$ cat src/rtl/seg7_scan_pkg.sv
// Shared types, constants and the hex font
// for the multiplexed 7-segment display stage.
package seg7_scan_pkg;

  typedef logic [7:0] seg_t;

  localparam seg_t       SEG_OFF = 8'hFF;
  localparam logic [3:0] SEL_OFF = 4'hF;

  typedef enum logic [1:0] {
    SOLID     = 2'd0,
    BLINK_ON  = 2'd1,
    BLINK_OFF = 2'd2
  } blink_state_e;

  // Active-low font, bit order {g,f,e,d,c,b,a}.
  function automatic logic [6:0] hex_to_seg(
    input logic [3:0] nib
  );
    logic [6:0] s;
    case (nib)
      4'h0: s = 7'h40;
      4'h1: s = 7'h79;
      4'h2: s = 7'h24;
      4'h3: s = 7'h30;
      4'h4: s = 7'h19;
      4'h5: s = 7'h12;
      4'h6: s = 7'h02;
      4'h7: s = 7'h78;
      4'h8: s = 7'h00;
      4'h9: s = 7'h10;
      4'hA: s = 7'h08;
      4'hB: s = 7'h03;
      4'hC: s = 7'h46;
      4'hD: s = 7'h21;
      4'hE: s = 7'h06;
      4'hF: s = 7'h0E;
    endcase
    return s;
  endfunction

endpackage

$ cat src/rtl/seg7_decode.sv
// Nibble to segment pattern with blanking
// and decimal-point control, all active-low.
module seg7_decode
  import seg7_scan_pkg::*;
(
  input  logic [3:0] nibble,
  input  logic       blank,
  input  logic       dp_on,
  output seg_t       seg
);

  // Blanked digits go fully dark, DP included.
  always_comb begin
    seg = {~dp_on, hex_to_seg(nibble)};
    if (blank) seg = SEG_OFF;
  end

endmodule

$ cat src/rtl/seg7_scan.sv
// Scans a 16-bit value onto a 4-digit muxed
// 7-segment display with frame-aligned updates.
module seg7_scan
  import seg7_scan_pkg::*;
#(
  parameter int SCAN_DIV     = 1000,
  parameter int BLINK_FRAMES = 64
) (
  input  logic        CLK,
  input  logic        rst,
  input  logic [15:0] disp_value,
  input  logic        disp_we,
  input  logic        blank_lz,
  input  logic        do_halt,
  output logic [7:0]  SEG,
  output logic [3:0]  SEG_SEL
);

  localparam int PW = $clog2(SCAN_DIV);
  localparam int FW = $clog2(BLINK_FRAMES) + 1;

  localparam logic [PW-1:0] PRESC_MAX =
    PW'(SCAN_DIV - 1);
  localparam logic [FW-1:0] FRAME_MAX =
    FW'(BLINK_FRAMES - 1);

  logic [PW-1:0] presc_q, presc_d;
  logic [1:0]    digit_q, digit_d;
  logic [15:0]   shown_q, shown_d;
  logic [15:0]   pending_q, pending_d;
  logic          pend_v_q, pend_v_d;
  logic [FW-1:0] frame_cnt_q, frame_cnt_d;
  blink_state_e  state_q, state_d;
  seg_t          seg_q, seg_d;
  logic [3:0]    sel_q, sel_d;

  logic          wrap;
  logic          boundary;
  logic          blink_off_d;
  logic [3:0]    nib;
  logic          lz;
  logic          dp_on;
  seg_t          dec_seg;
  logic [3:0]    sel_hot;

  assign wrap     = (presc_q == PRESC_MAX);
  assign boundary = wrap && (digit_q == 2'd3);

  // Slot prescaler and digit counter.
  always_comb begin
    presc_d = presc_q + 1'b1;
    digit_d = digit_q;
    if (wrap) begin
      presc_d = '0;
      digit_d = digit_q + 2'd1;
    end
  end

  // Pending/shown transfer; a write in the
  // boundary cycle is kept for the next frame.
  always_comb begin
    shown_d   = shown_q;
    pending_d = pending_q;
    pend_v_d  = pend_v_q;
    if (boundary && pend_v_q) begin
      shown_d  = pending_q;
      pend_v_d = 1'b0;
    end
    if (disp_we) begin
      pending_d = disp_value;
      pend_v_d  = 1'b1;
    end
  end

  // Blink FSM: halves counted in whole frames.
  always_comb begin
    state_d     = state_q;
    frame_cnt_d = frame_cnt_q;
    unique case (state_q)
      SOLID: begin
        frame_cnt_d = '0;
        if (do_halt) state_d = BLINK_ON;
      end
      BLINK_ON, BLINK_OFF: begin
        if (!do_halt) begin
          state_d     = SOLID;
          frame_cnt_d = '0;
        end else if (boundary) begin
          if (frame_cnt_q == FRAME_MAX) begin
            frame_cnt_d = '0;
            state_d = (state_q == BLINK_ON) ?
                      BLINK_OFF : BLINK_ON;
          end else begin
            frame_cnt_d = frame_cnt_q + 1'b1;
          end
        end
      end
      default: begin
        state_d     = SOLID;
        frame_cnt_d = '0;
      end
    endcase
  end

  assign blink_off_d = (state_d == BLINK_OFF);

  // Digit mux and leading-zero detection.
  always_comb begin
    nib = shown_q[3:0];
    lz  = 1'b0;
    unique case (digit_q)
      2'd0: begin
        nib = shown_q[3:0];
        lz  = 1'b0;
      end
      2'd1: begin
        nib = shown_q[7:4];
        lz  = (shown_q[15:4] == 12'd0);
      end
      2'd2: begin
        nib = shown_q[11:8];
        lz  = (shown_q[15:8] == 8'd0);
      end
      2'd3: begin
        nib = shown_q[15:12];
        lz  = (shown_q[15:12] == 4'd0);
      end
      default: begin
        nib = shown_q[3:0];
        lz  = 1'b0;
      end
    endcase
  end

  assign dp_on   = do_halt && (digit_q == 2'd0);
  assign sel_hot = ~(4'b0001 << digit_q);

  seg7_decode u_dec (
    .nibble (nib),
    .blank  (blank_lz && lz),
    .dp_on  (dp_on),
    .seg    (dec_seg)
  );

  // Output staging: dark for the dead-time
  // cycle after a wrap, selects off while blinked.
  always_comb begin
    seg_d = dec_seg;
    sel_d = sel_hot;
    if (wrap) begin
      seg_d = SEG_OFF;
      sel_d = SEL_OFF;
    end else if (blink_off_d) begin
      sel_d = SEL_OFF;
    end
  end

  // All state and the output pins.
  always_ff @(posedge CLK or negedge rst) begin
    if (!rst) begin
      presc_q     <= '0;
      digit_q     <= '0;
      shown_q     <= '0;
      pending_q   <= '0;
      pend_v_q    <= 1'b0;
      frame_cnt_q <= '0;
      state_q     <= SOLID;
      seg_q       <= SEG_OFF;
      sel_q       <= SEL_OFF;
    end else begin
      presc_q     <= presc_d;
      digit_q     <= digit_d;
      shown_q     <= shown_d;
      pending_q   <= pending_d;
      pend_v_q    <= pend_v_d;
      frame_cnt_q <= frame_cnt_d;
      state_q     <= state_d;
      seg_q       <= seg_d;
      sel_q       <= sel_d;
    end
  end

  assign SEG     = seg_q;
  assign SEG_SEL = sel_q;

endmodule

$ cat config.mk
export PLATFORM = sky130hd
export DESIGN_NAME = seg7_scan
export DESIGN_NICKNAME = d
export VERILOG_FILES = /design/src/rtl/seg7_scan_pkg.sv /design/src/rtl/seg7_decode.sv /design/src/rtl/seg7_scan.sv
export SDC_FILE = /design/constraint.sdc
export NUM_CORES = 1
export LEC_CHECK = 0
export ABC_AREA = 1
export CAP_MARGIN = 10
export CELL_PAD_IN_SITES_DETAIL_PLACEMENT = 0
export CELL_PAD_IN_SITES_GLOBAL_PLACEMENT = 2
export CORE_MARGIN = 10
export CORE_UTILIZATION = 31
export DETAILED_ROUTE_END_ITERATION = 10
export PLACE_DENSITY_LB_ADDON = 0.05
export REMOVE_ABC_BUFFERS = 1
export SETUP_SLACK_MARGIN = 0.05
export SYNTH_ARGS = -nofsm -noshare
export SYNTH_HDL_FRONTEND = slang
export SYNTH_HIERARCHICAL = 1
export SYNTH_SLANG_ARGS = --single-unit
$ cat constraint.sdc
create_clock -name CLK -period 2.3 [get_ports CLK]
set_input_delay 0.23 -clock CLK [delete_from_list [all_inputs] [get_ports CLK]]
set_output_delay 0.23 -clock CLK [all_outputs]
set_load 0.02 [all_outputs]
==> impl_metrics.toml, run 1 <==
[timing]
fin_tns_setup_ns = 0
rsz0062_at_grt = "true"
period_minus_slack_ns = 2.11
fin_crit_sh_pct = 91.6
finClkSkew_ns = 0.0125
setup_viol = 0
hold_viol_final = 0
slew_violations = 0
slew_headroom_pct = 74.5
final.setup.worst_slack_ns = 0.194
max_freq_mhz = 475
worst_pin_slew_ns = 0.382

[power]
ir_drop_v = 0.000351
power_mw = 2.68
leakage_nw = 1.88
p_per_area_mw_per_mm2 = 656

[routing]
vias_per_cell = 4.33
antenna_left = 0
dr_total_vias = 2431
wire_per_inst_um = 12.5
initialDrtViolationCount = 97
wirelength_mm = 7.03
detail_route.first_pass.iterations = 4
drc_errors = 0

[yosys]
ys.flop_type = "dfrtp_1"
synth_area_mm2 = 0.00329
ys_top_cells_by_area = "dfrtp_1, dfstp_2, nand2_1, ha_1, inv_1"
synth.most_common_cell = "nand2_1"
synthCells = 377
synth_top_area_share_pct = 41.0
ys_seq_area_share_pct = 50.6
netlist-cell-type-count = 35
synth-edff-count = 0
postSynthAreaPerCell_um2 = 8.73
synthArstFlopShare_pct = 100
yosys.area.top_type = "dfrtp_1"
ys_warn_count = 6
yosys-top-cells-count = "nand2_1, dfrtp_1, inv_1"
synth.ff_latch_count = 66

[grt]
grt_usage_pct = 9.86
grt_pass1_vias = 2434
gr-total-overflow = 0
antenna_found_initial = 0
grt_max_degree = 67
grt_pass1_wl_mm = 11.9

[floorplan]
die_w_um = 123
io_pins = 33
core_area_mm2 = 0.0103
die_area_mm2 = 0.0151
row_count = 37
die_h_um = 123
start_util_pct = 31.9

[placement]
dp_cells = 544
post-place-ws_ns = -0.00150
post-dp-hpwl_mm = 5.21
port_buffers = 32
gp_congestion = 0.816

[layout]
drive_above_1_share_pct = 17.9
fillers = 1077
stdcell_count = 561
syn_to_final_growth_pct = 24.1
nets = 458
insertedDiodeCount = 0

[critical_path]
crit_chain = "inv_2 -> ha_4 -> a22o_1 -> a21oi_2 -> o21ai_1 -> buf_4 -> ha_1 -> nand2_1 -> o21ai_1 -> nand2_1 -> nand3_1 -> or2_2"
cp-end-kind = "register"
cpPeakStageDelay_ns = 0.40
crit_fanout = 6
crit_family = "simple AND/OR/NAND/NOR gates"
cp_slowest_cell = "dfrtp_1"
crit_buf_inv = 2
path_class = "register to register"
cp.arrival_ns = 2.36
start_kind = "register"
worstPathRequired_ns = 2.56

[flow_run]
max_cap_violations = 0

[clock_tree]
numCtsBuffers = 9
cts_setup_buffers = 0
clk_latency_ns = 0.34
cts_max_path_buffers = 2
clockRootBuffer = "clkbuf_8"
clk_pin_slew_ns = 0.08
cts_tree = "done"
htree_levels = 3
clock-sinks = 66

[min_path]
holdCritPathClass = "primary input to async pin"

[outcome]
outcome = "completed"
state kept, by name, summed over array words and instances (netlist names):
register	cells
presc_q	10
state_q	2
shown_q	16
frame_cnt_q	7
SEG	8
SEG_SEL	4
pending_q	16
pend_v_q	1
digit_q	2
routing by layer:
layer | share of wire [%] | track usage (%) | vias up
li1 | - | - | 1289
met1 | 50 | 13.1 | 1100
met2 | 44 | 14.9 | 37
met3 | 4.8 | 3.24 | 5
met4 | 0.97 | 3.06 | 0
met5 | 0 | 0 | -
cell usage in the layout, fill, tap and decap left out, types with 2 or more instances in the layout:
cell	n
xor2_1	3
nand3_2	2
a22o_1	2
ha_1	13
inv_2	3
nand2_2	6
dfrtp_1	54
o21ai_0	25
nand3_1	30
nand2_1	80
dfstp_2	12
inv_6	2
a21oi_1	13
o21ai_2	7
nor2_1	26
nor3_1	3
a21oi_2	2
ha_2	3
bufinv_16	3
clkbuf_8	9
inv_1	46
o21a_1	2
nor2_4	2
or2_2	8
buf_4	8
a31oi_1	2
o21ai_1	13
clkinv_4	2
clkdlybuf4s50_1	31
path summary, 6_finish.rpt:
path,start,endpoint,slack (ns),depth (start not counted)
min,rst,state_q[0]$_DFF_PN0_,0.44,3
max reg2reg,digit_q[0]$_DFFE_PN0N_,SEG[5]$_DFF_PN1_,0.19,12
min in group CLK,disp_value[8],pending_q[8]$_DFFE_PN0P_,0.44,3
min reg2reg,presc_q[0]$_DFF_PN0_,presc_q[0]$_DFF_PN0_,0.47,1
max in group asynchronous,rst,digit_q[1]$_DFFE_PN0N_,1.55,3
max,digit_q[0]$_DFFE_PN0N_,SEG[5]$_DFF_PN1_,0.19,12
worst min-delay path, cell delays in order:
cell,delay [ns]
dlygate4sd3_1,0.52
buf_2,0.12
buf_12,0.28
metrics by stage:
step / cell area [um^2] / hold slack [ns] / utilization (%)
detailed placement: 3800 / 0.282 / 36.8
CTS: 4060 / 0.419 / 39.4
finish: 4080 / 0.436 / 39.6
global placement: 3800 / 0.285 / 36.8
global route: 4080 / 0.429 / 39.6
floorplan: 3240 / -0.0656 / -
logic make-up (layout without fill, tap and decap cells):
family / count (synthesis) / in the layout / share of synthesized area [%]
AOI/OAI and AO/OA: 67 / 67 / 11.7
xor gates and xnor gates: 3 / 3 / 0.798
adders and majority gates: 17 / 17 / 6.46
buffers and inverters: 59 / 107 / 7.30
DFF: 66 / 66 / 50.6
and+or+nand+nor: 165 / 165 / 23.1
where the power goes:
part | internal (mW) | switching [mW] | leakage (nW)
clock network | 0.731 | 0.486 | 0.124
registers | 1.20 | 0.0229 | 0.827
logic | 0.0930 | 0.141 | 0.926
cell type report:
type | count | area (um^2) | area share (%)
flip-flops and latches | 66 | 1670 | 40.8
multi-input cells | 252 | 1410 | 34.5
repair buffers | 42 | 405 | 9.93
inverters | 49 | 184 | 4.50
well taps | 136 | 170 | 4.17
clock inverters | 7 | 125 | 3.06
clock buffers | 9 | 124 | 3.03
timing repair:
item | 4_1_cts | 5_1_grt
endpoints found under the setup margin | 5 | 7
resized for setup | 3 | 6
hold buffers | 1 | 0
hold endpoints to repair | 54 | 0
Note: power is estimated with default switching activity, not from simulation.
==> inputs of run 2 (changes only) <==
CTS_BUF_LIST = sky130_fd_sc_hd__clkbuf_16   (was unset)
==> run 2 against run 1 <==
Cell count unchanged; combinational power hardly changed; non-clock buffer count is the same; clock-buffer cell count unchanged; design area rose by 2.5%; sequential power about the same; register-to-register slack about the same; global-route usage hardly changed; clock skew down 0.0032 ns; first-iteration DRC count up 7.2%; sequential cell count is the same; sequential share of layout area decreased by 0.99 points.
==> impl_metrics.toml, run 2 (synthesized netlist as in run 1, its figures left out) <==
[routing]
wire_per_inst_um = 12.4
initialDrtViolationCount = 104
antenna_left = 0
wirelength_mm = 6.98
vias_per_cell = 4.33
drc_errors = 0
dr_total_vias = 2430
detail_route.first_pass.iterations = 4

[clock_tree]
cts_tree = "done"
numCtsBuffers = 9
clockRootBuffer = "clkbuf_16"
clk_latency_ns = 0.33
clk_pin_slew_ns = 0.06
cts_max_path_buffers = 2
htree_levels = 3
clock-sinks = 66
cts_setup_buffers = 0

[grt]
gr-total-overflow = 0
grt_pass1_vias = 2447
grt_usage_pct = 9.91
use_met2_pct = 15.0
antenna_found_initial = 0
top_usage_layer = "met2"
grt_pass1_wl_mm = 11.9
grt_use_met3_pct = 2.55
grt_max_degree = 67
grtUsageMet1_pct = 12.9

[power]
p_per_area_mw_per_mm2 = 733
power_mw = 3.07
p_int_mw = 2.37
leakage_nw = 1.92
clkPwrFrac_pct = 52.3
ir_drop_v = 0.000424
p_sw_share_pct = 22.7
power_frac_comb_pct = 7.6
power.switching_mw = 0.698
seqPwrFrac_pct = 40.1

[layout]
final_common_cell = "nand2_1"
fillers = 1068
drive_above_1_share_pct = 17.9
final_cell_mix = "nand2_1, dfrtp_1, inv_1"
nets = 458
stdcell_count = 561
syn_to_final_growth_pct = 27.1
utilization_pct = 40.5
insertedDiodeCount = 0
stdcell_area_mm2 = 0.00419
largest_registers = "pending_q x16, shown_q x16, presc_q x10"

[critical_path]
start_kind = "register"
worstPathRequired_ns = 2.54
cp-end-kind = "register"
cp.arrival_ns = 2.35
crit_fanout = 6
path_class = "register to register"

[placement]
post-place-ws_ns = -0.00150
port_buffers = 32
dpl_cell_area_mm2 = 0.00380
dp_cells = 544
post-dp-hpwl_mm = 5.21
gp_congestion = 0.816

[floorplan]
die_w_um = 123
die_area_mm2 = 0.0151
row_count = 37
start_util_pct = 31.9
core_area_mm2 = 0.0103
die_h_um = 123
io_pins = 33

[timing]
rsz0062_at_grt = "true"
hold_viol_final = 0
slew_violations = 0
max_freq_mhz = 475
fin_tns_setup_ns = 0
slew_headroom_pct = 73.6
final.setup.worst_slack_ns = 0.195
fin_crit_sh_pct = 91.5
setup_viol = 0
fin_hold_ws_ns = 0.452
finClkSkew_ns = 0.00933
period_minus_slack_ns = 2.10
worst_pin_slew_ns = 0.395

[min_path]
holdCritPathClass = "primary input to async pin"

[outcome]
outcome = "completed"

[flow_run]
max_cap_violations = 0
==> run 2: cell counts in the layout (fill, tap and decap cells not counted) <==
Identical to the previous run, type by type.
==> run 2: cell type report <==
type / count / area, um^2 / area share [%]
multi-input cells: 252 / 1410 / 33.7
inverters: 49 / 184 / 4.39
clock buffers: 9 / 225 / 5.38
repair buffers: 42 / 405 / 9.69
well taps: 136 / 170 / 4.07
flip-flops and latches: 66 / 1670 / 39.8
clock inverters: 7 / 125 / 2.99
==> run 2: per-layer routing <==
metal / up-vias / part of all wire, %
met5: - / 0
met4: 0 / 1.3
met3: 7 / 4.3
met2: 32 / 45
met1: 1100 / 50
li1: 1291 / -
==> run 2: path summary, 6_finish.rpt <==
| check | from | endpoint | slack, ns | cells after the start |
|---|---|---|---|---|
| max | digit_q[0]$_DFFE_PN0N_ | SEG[5]$_DFF_PN1_ | 0.20 | 12 |
| min | rst | frame_cnt_q[3]$_DFFE_PN0P_ | 0.45 | 3 |
| max reg2reg | digit_q[0]$_DFFE_PN0N_ | SEG[5]$_DFF_PN1_ | 0.20 | 12 |
| min reg2reg | presc_q[0]$_DFF_PN0_ | presc_q[0]$_DFF_PN0_ | 0.47 | 1 |
| max in group asynchronous | rst | SEG_SEL[3]$_DFF_PN1_ | 1.54 | 3 |
| min in group CLK | disp_value[8] | pending_q[8]$_DFFE_PN0P_ | 0.46 | 3 |
==> run 2: what timing repair did <==
item | in CTS | in global routing
endpoints found under the setup margin | 5 | 7
pin swaps | 0 | 0
endpoints found under the hold margin | 54 | 0
resized for setup | 3 | 6
hold buffers | 1 | 0
==> run 2: power groups by stage <==
| stage | clock network (mW) | registers [mW] | logic [mW] |
|---|---|---|---|
| after floorplan | 0 | 1.24 | 0.132 |
| after global placement | 0 | 1.25 | 0.235 |
| after detailed placement | 0 | 1.25 | 0.236 |
| after CTS | 1.65 | 1.23 | 0.238 |
| after global routing | 1.71 | 1.24 | 0.274 |
| final | 1.60 | 1.23 | 0.233 |
==> run 2: critical path: stages (launching register included) <==
cell	delay, ns
dfrtp_1	0.39
inv_2	0.09
ha_4	0.19
a22o_1	0.19
a21oi_2	0.11
o21ai_1	0.08
buf_4	0.16
ha_1	0.19
nand2_1	0.12
o21ai_1	0.08
nand2_1	0.06
nand3_1	0.06
or2_2	0.30
